[src/rtl/alu_arb.sv]
// Two-port arbiter in front of a shared combinational ALU.
// One operation in flight at a time: IDLE -> EXEC -> RESP.
module alu_arb #(
    parameter bit RR_EN = 1'b1
) (
    input  logic        clk,
    input  logic        rst,
    input  logic        req0_valid,
    output logic        req0_ready,
    input  logic [31:0] req0_a,
    input  logic [31:0] req0_b,
    input  logic [4:0]  req0_op,
    input  logic        req1_valid,
    output logic        req1_ready,
    input  logic [31:0] req1_a,
    input  logic [31:0] req1_b,
    input  logic [4:0]  req1_op,
    output logic        rsp0_valid,
    input  logic        rsp0_ready,
    output logic        rsp1_valid,
    input  logic        rsp1_ready,
    output logic [31:0] rsp_data,
    output logic        rsp_zero,
    output logic [31:0] alu_a,
    output logic [31:0] alu_b,
    output logic [4:0]  alu_op,
    input  logic [31:0] alu_c,
    input  logic [7:0]  alu_zero,
    output logic        busy,
    output logic        grant_id
);

    localparam logic [1:0] IDLE = 2'd0;
    localparam logic [1:0] EXEC = 2'd1;
    localparam logic [1:0] RESP = 2'd2;

    logic [1:0]  state;
    logic        last_grant;
    logic [31:0] a_q;
    logic [31:0] b_q;
    logic [4:0]  op_q;
    logic        winner;
    logic        handshake;
    logic        rsp_take;
    logic        unused_zero_bits;

    assign unused_zero_bits = ^alu_zero[7:1];

    always_comb begin
        winner = 1'b0;
        if (req0_valid && req1_valid) begin
            winner = RR_EN ? ~last_grant : 1'b0;
        end else if (req1_valid) begin
            winner = 1'b1;
        end
    end

    // Ready is masked by rst so nothing looks accepted while in reset.
    assign req0_ready = !rst && (state == IDLE) && req0_valid && !winner;
    assign req1_ready = !rst && (state == IDLE) && req1_valid && winner;
    assign handshake  = req0_ready || req1_ready;

    assign rsp0_valid = (state == RESP) && !grant_id;
    assign rsp1_valid = (state == RESP) && grant_id;
    assign rsp_take   = grant_id ? rsp1_ready : rsp0_ready;

    assign busy   = (state != IDLE);
    assign alu_a  = a_q;
    assign alu_b  = b_q;
    assign alu_op = op_q;

    always_ff @(posedge clk or posedge rst) begin
        if (rst) begin
            state      <= IDLE;
            last_grant <= 1'b1;
            a_q        <= '0;
            b_q        <= '0;
            op_q       <= '0;
            grant_id   <= 1'b0;
            rsp_data   <= '0;
            rsp_zero   <= 1'b0;
        end else begin
            case (state)
                IDLE: begin
                    if (handshake) begin
                        a_q        <= winner ? req1_a : req0_a;
                        b_q        <= winner ? req1_b : req0_b;
                        op_q       <= winner ? req1_op : req0_op;
                        grant_id   <= winner;
                        last_grant <= winner;
                        state      <= EXEC;
                    end
                end
                EXEC: begin
                    rsp_data <= alu_c;
                    rsp_zero <= alu_zero[0];
                    state    <= RESP;
                end
                RESP: begin
                    if (rsp_take) begin
                        state <= IDLE;
                    end
                end
                default: state <= IDLE;
            endcase
        end
    end

endmodule

[config.mk]
export PLATFORM = sky130hd
export DESIGN_NAME = alu_arb
export DESIGN_NICKNAME = d
export VERILOG_FILES = /design/src/rtl/alu_arb.sv
export SDC_FILE = /design/constraint.sdc
export NUM_CORES = 1
export LEC_CHECK = 0
export ABC_CLOCK_PERIOD_IN_PS = 3340
export CAP_MARGIN = 5
export CORE_UTILIZATION = 33
export DETAILED_ROUTE_END_ITERATION = 10
export PLACE_DENSITY = 0.75
export REMOVE_ABC_BUFFERS = 1
export SLEW_MARGIN = 20
export SYNTH_ARGS = -nofsm -noshare
export SYNTH_HDL_FRONTEND = slang
export SYNTH_SLANG_ARGS = --single-unit
[constraint.sdc]
create_clock -name clk -period 3.34 [get_ports clk]
set_clock_uncertainty 0.15 [all_clocks]
set_input_delay 0.668 -clock clk [delete_from_list [all_inputs] [get_ports clk]]
set_output_delay 0.668 -clock clk [all_outputs]
set_load 0.02 [all_outputs]
==> results.md <==
- Worst-case vdd ir drop: 0.000414 V
- Inst Count DP: approximately 770
- Number of nets in the layout: a little under 800
- Start point of the critical path: rst
- Number of DRC violations after detailed-routing iteration 0: between 100 and 150
- Cell types occupying the most area after synthesis: sky130_fd_sc_hd__dfrtp_1, sky130_fd_sc_hd__o221a_2, sky130_fd_sc_hd__or3_1
- Number of antenna violations at the first check in global routing: 0
- Buffer levels on the longest clock path: 2
- Die extent in y: around 120 um
- Startpoint types: input pin
- Most prevalent standard cell on the critical path: sky130_fd_sc_hd__clkdlybuf4s50_1
- Final standard cell count with taps included and fillers excluded: 783
- Crit-path slowest cell: sky130_fd_sc_hd__clkdlybuf4s50_1
- Hold Path Cell Cnt: 1
- Setup slack of the most critical reg-to-reg path: 0.99 ns
- Post-route cell area: between 7000 and 8000 um^2
- Register-to-Register Path Depth: 4
- Wire length of the first global-routing pass: 22,700 um
- Net switching power of the design: 0.00241 W
- Site row count: 42
- Final max-slew violation count: 0
- Commonest non-fill, non-tap cell in the layout: sky130_fd_sc_hd__clkdlybuf4s50_1
- P_int: 0.00448 W
- Post-synthesis cell count: 332
- Area of the mapped netlist: 4500 um^2
- Most used cells in the layout excluding fill and tap cells: sky130_fd_sc_hd__clkdlybuf4s50_1, sky130_fd_sc_hd__dfrtp_1, sky130_fd_sc_hd__or3_1, sky130_fd_sc_hd__o221a_2, sky130_fd_sc_hd__mux2_2
- Starting density of the core: 0.339
- Worst-case hold slack: around 0.36 ns
- Via/cell ratio: 5.10
- Post-route ant nets: 0
- Gates resized, CTS repair: 0
- Clock transition time at the flip-flop clock pins of the worst setup and hold paths: 0.07 ns
- Root buffer cell: sky130_fd_sc_hd__clkbuf_16
- Top delay family on crit path: buffers and inverters
- Tmin final: 3.09 ns
- Hpwl dp: 10,300 um
- Top-area cell type share of the netlist area: 0.584
- Routed wire per std cell: 18.6 um
- All-Layer GR Usage: 0.210
- Warnings, synthesis: 0
- Rel. slew slack: 0.471
- Critical-path maximum fanout: 4
- Outcome: completed
- Horizontal die dimension: 119 um
- Top achievable clock speed: ~0.32 GHz
- Insertion delay to the later sink of the worst-skew pair: 0.34 ns
- Hold bufs inserted after CTS: 0
- Arrival time at the worst endpoint: 2.27 ns
- Flip-flop and latch count after synthesis: 106
- Setup slack of the critical path after layout: 0.249 ns
- Layout Area Growth over Synthesis: 74.1%
- Diodes inserted: 0
- Cells along the critical path: clkdlybuf4s50_1 -> nor3_1 -> buf_4 -> nand3_2 -> inv_1 -> clkdlybuf4s50_1
- Buffers inserted by post-CTS timing repair: 0
- Startpoint of the tightest hold check path: rsp_data[12]
- Via count of the first global-routing pass: 4,287
- Part of the total power dissipated in the clock network: 0.161
- Number of ports placed on the die boundary: 292
- Placement Setup Slack: 0.222 ns
- Synth unique cells: 22
- Path type of the worst setup path: in2out
- Global placer's final weighted congestion: approximately 0.72
- Largest net degree at the start of global routing: 71
- Number of buffers added on ports: 284
- Reg-to-Reg Start: state[0]
- Total clock buffers created by CTS: 9
- Final global-route overflow total: 0
- Core footprint: roughly 13,000 um^2
- Ratio of cells with drive above 1 in the final layout: 0.224
- CTS Sinks: around 110
- CP endpoint kind: primary output
- Switch share: 0.350
- Delay contributed by the slowest stage of the critical path: 0.65 ns
- Worst Hold Class: reg2reg
- Number of buffer and inverter instances along the worst setup path: 4
- Final Hold Violating Endpoints: 0
- Sequential share of power: 0.328
- Final number of setup-violating endpoints: 0
- CTS tree: done
- Share of synthesized area occupied by flip-flops and latches: 0.590
- Area of the die: approximately 14,000 um^2
- Part of the cycle the worst path needs: 0.926
- Synthesized area per cell: 13.6 um^2
- Tot Pwr: about 0.0069 W
- Proportion of power drawn by combinational gates: 0.510
- DRC violations left: 0
- Worst-margin pin slew: 0.793 ns
- Placed instance area: 7520 um^2
- Static leakage: 2.98 nW
- Fill cell total of the finished layout: 1,078
- Top cell type by total area after synthesis: sky130_fd_sc_hd__dfrtp_1
- Setup repair after global routing missed its margin: no
- H-Tree Level Count: 3
- Ratio of total power to cell area: 880 nW/um^2
- Drt total wl: 14,600 um
- Pre-antenna DRT Iters: 4
- Worst endpoint required time: 2.52 ns
- Maximum capacitance violations: 0
- Capture endpoint of the worst hold path: rsp_data[12]
- Vias after detailed routing: approximately 4,000
- Reg2reg end: alu_b[21]
-- routing by layer --
layer / GRT usage / vias up / share of wire
li1: - / 1834 / -
met1: 0.242 / 1933 / 0.41
met2: 0.357 / 197 / 0.49
met3: 0.0632 / 27 / 0.081
met4: 0.0926 / 0 / 0.025
met5: 0 / - / 0
-- worst register-to-register path, cell delays in order (launching register included) --
cell	delay, ns
sky130_fd_sc_hd__dfrtp_1	0.41
sky130_fd_sc_hd__or4b_2	0.70
sky130_fd_sc_hd__buf_4	0.34
sky130_fd_sc_hd__or3_1	0.51
sky130_fd_sc_hd__o221a_2	0.13
-- final cells by class --
class                           instances  area (um^2)  area share
Clock buffer                           13          270      0.0345
Clock inverter                          3         46.3     0.00591
Inverter                                3         13.8     0.00176
Multi-Input combinational cell        188         1690       0.216
Sequential cell                       106         2650       0.339
Tap cell                              176          220      0.0281
Timing Repair Buffer                  294         2940       0.375
-- power groups by stage --
stage,Sequential (W),Clock [W],Combinational (W)
6_report,0.00226,0.00111,0.00352
5_1_grt,0.00235,0.00119,0.00371
4_1_cts,0.00227,0.00115,0.00356
3_5_place_dp,0.00228,0,0.00356
3_3_place_gp,0.00225,0,0.00350
2_1_floorplan,0.00299,0,0.00101
-- sequential cells by signal, summed over array words and instances (netlist names) --
name	flops
alu_a	32
alu_b	32
alu_op	5
grant_id	1
last_grant	1
rsp_data	32
rsp_zero	1
state	2
-- kinds of logic after synthesis --
| group | after synthesis | synth area share |
|---|---|---|
| and+or+nand+nor | 80 | 0.110 |
| AOI/OAI and AO/OA | 74 | 0.179 |
| DFF | 106 | 0.590 |
| muxes | 34 | 0.0851 |
| buffers and inverters | 38 | 0.0359 |
-- metrics by stage --
step                      setup TNS (ns)   util
after global placement                 0  0.566
after detailed placement               0  0.566
after floorplan                   -28.08      -
after CTS                              0  0.589
after global routing                   0  0.589
final                                  0  0.589
-- cell usage after synthesis, drive strengths merged --
library cell / n
mux2: 34
or4b: 1
dfstp: 1
dfrtp: 105
or2b: 1
nand3: 1
or3: 69
a21boi: 1
nor2: 3
o221a: 69
and2: 1
a21oi: 2
or2: 1
inv: 3
nand2b: 2
buf: 11
nor3: 1
clkbuf: 24
o21a: 1
o21ai: 1
-- worst max-delay path by stage --
stage                 end  slack (ns)  cells after the start
2_1_floorplan    alu_a[0]       -0.27                      1
3_3_place_gp   req0_ready        0.26                      6
3_5_place_dp   req0_ready        0.22                      6
4_1_cts        req0_ready        0.22                      6
5_1_grt        req0_ready        0.11                      6
6_report       req0_ready        0.25                      6
No activity file was read; power rests on OpenSTA's default activity.
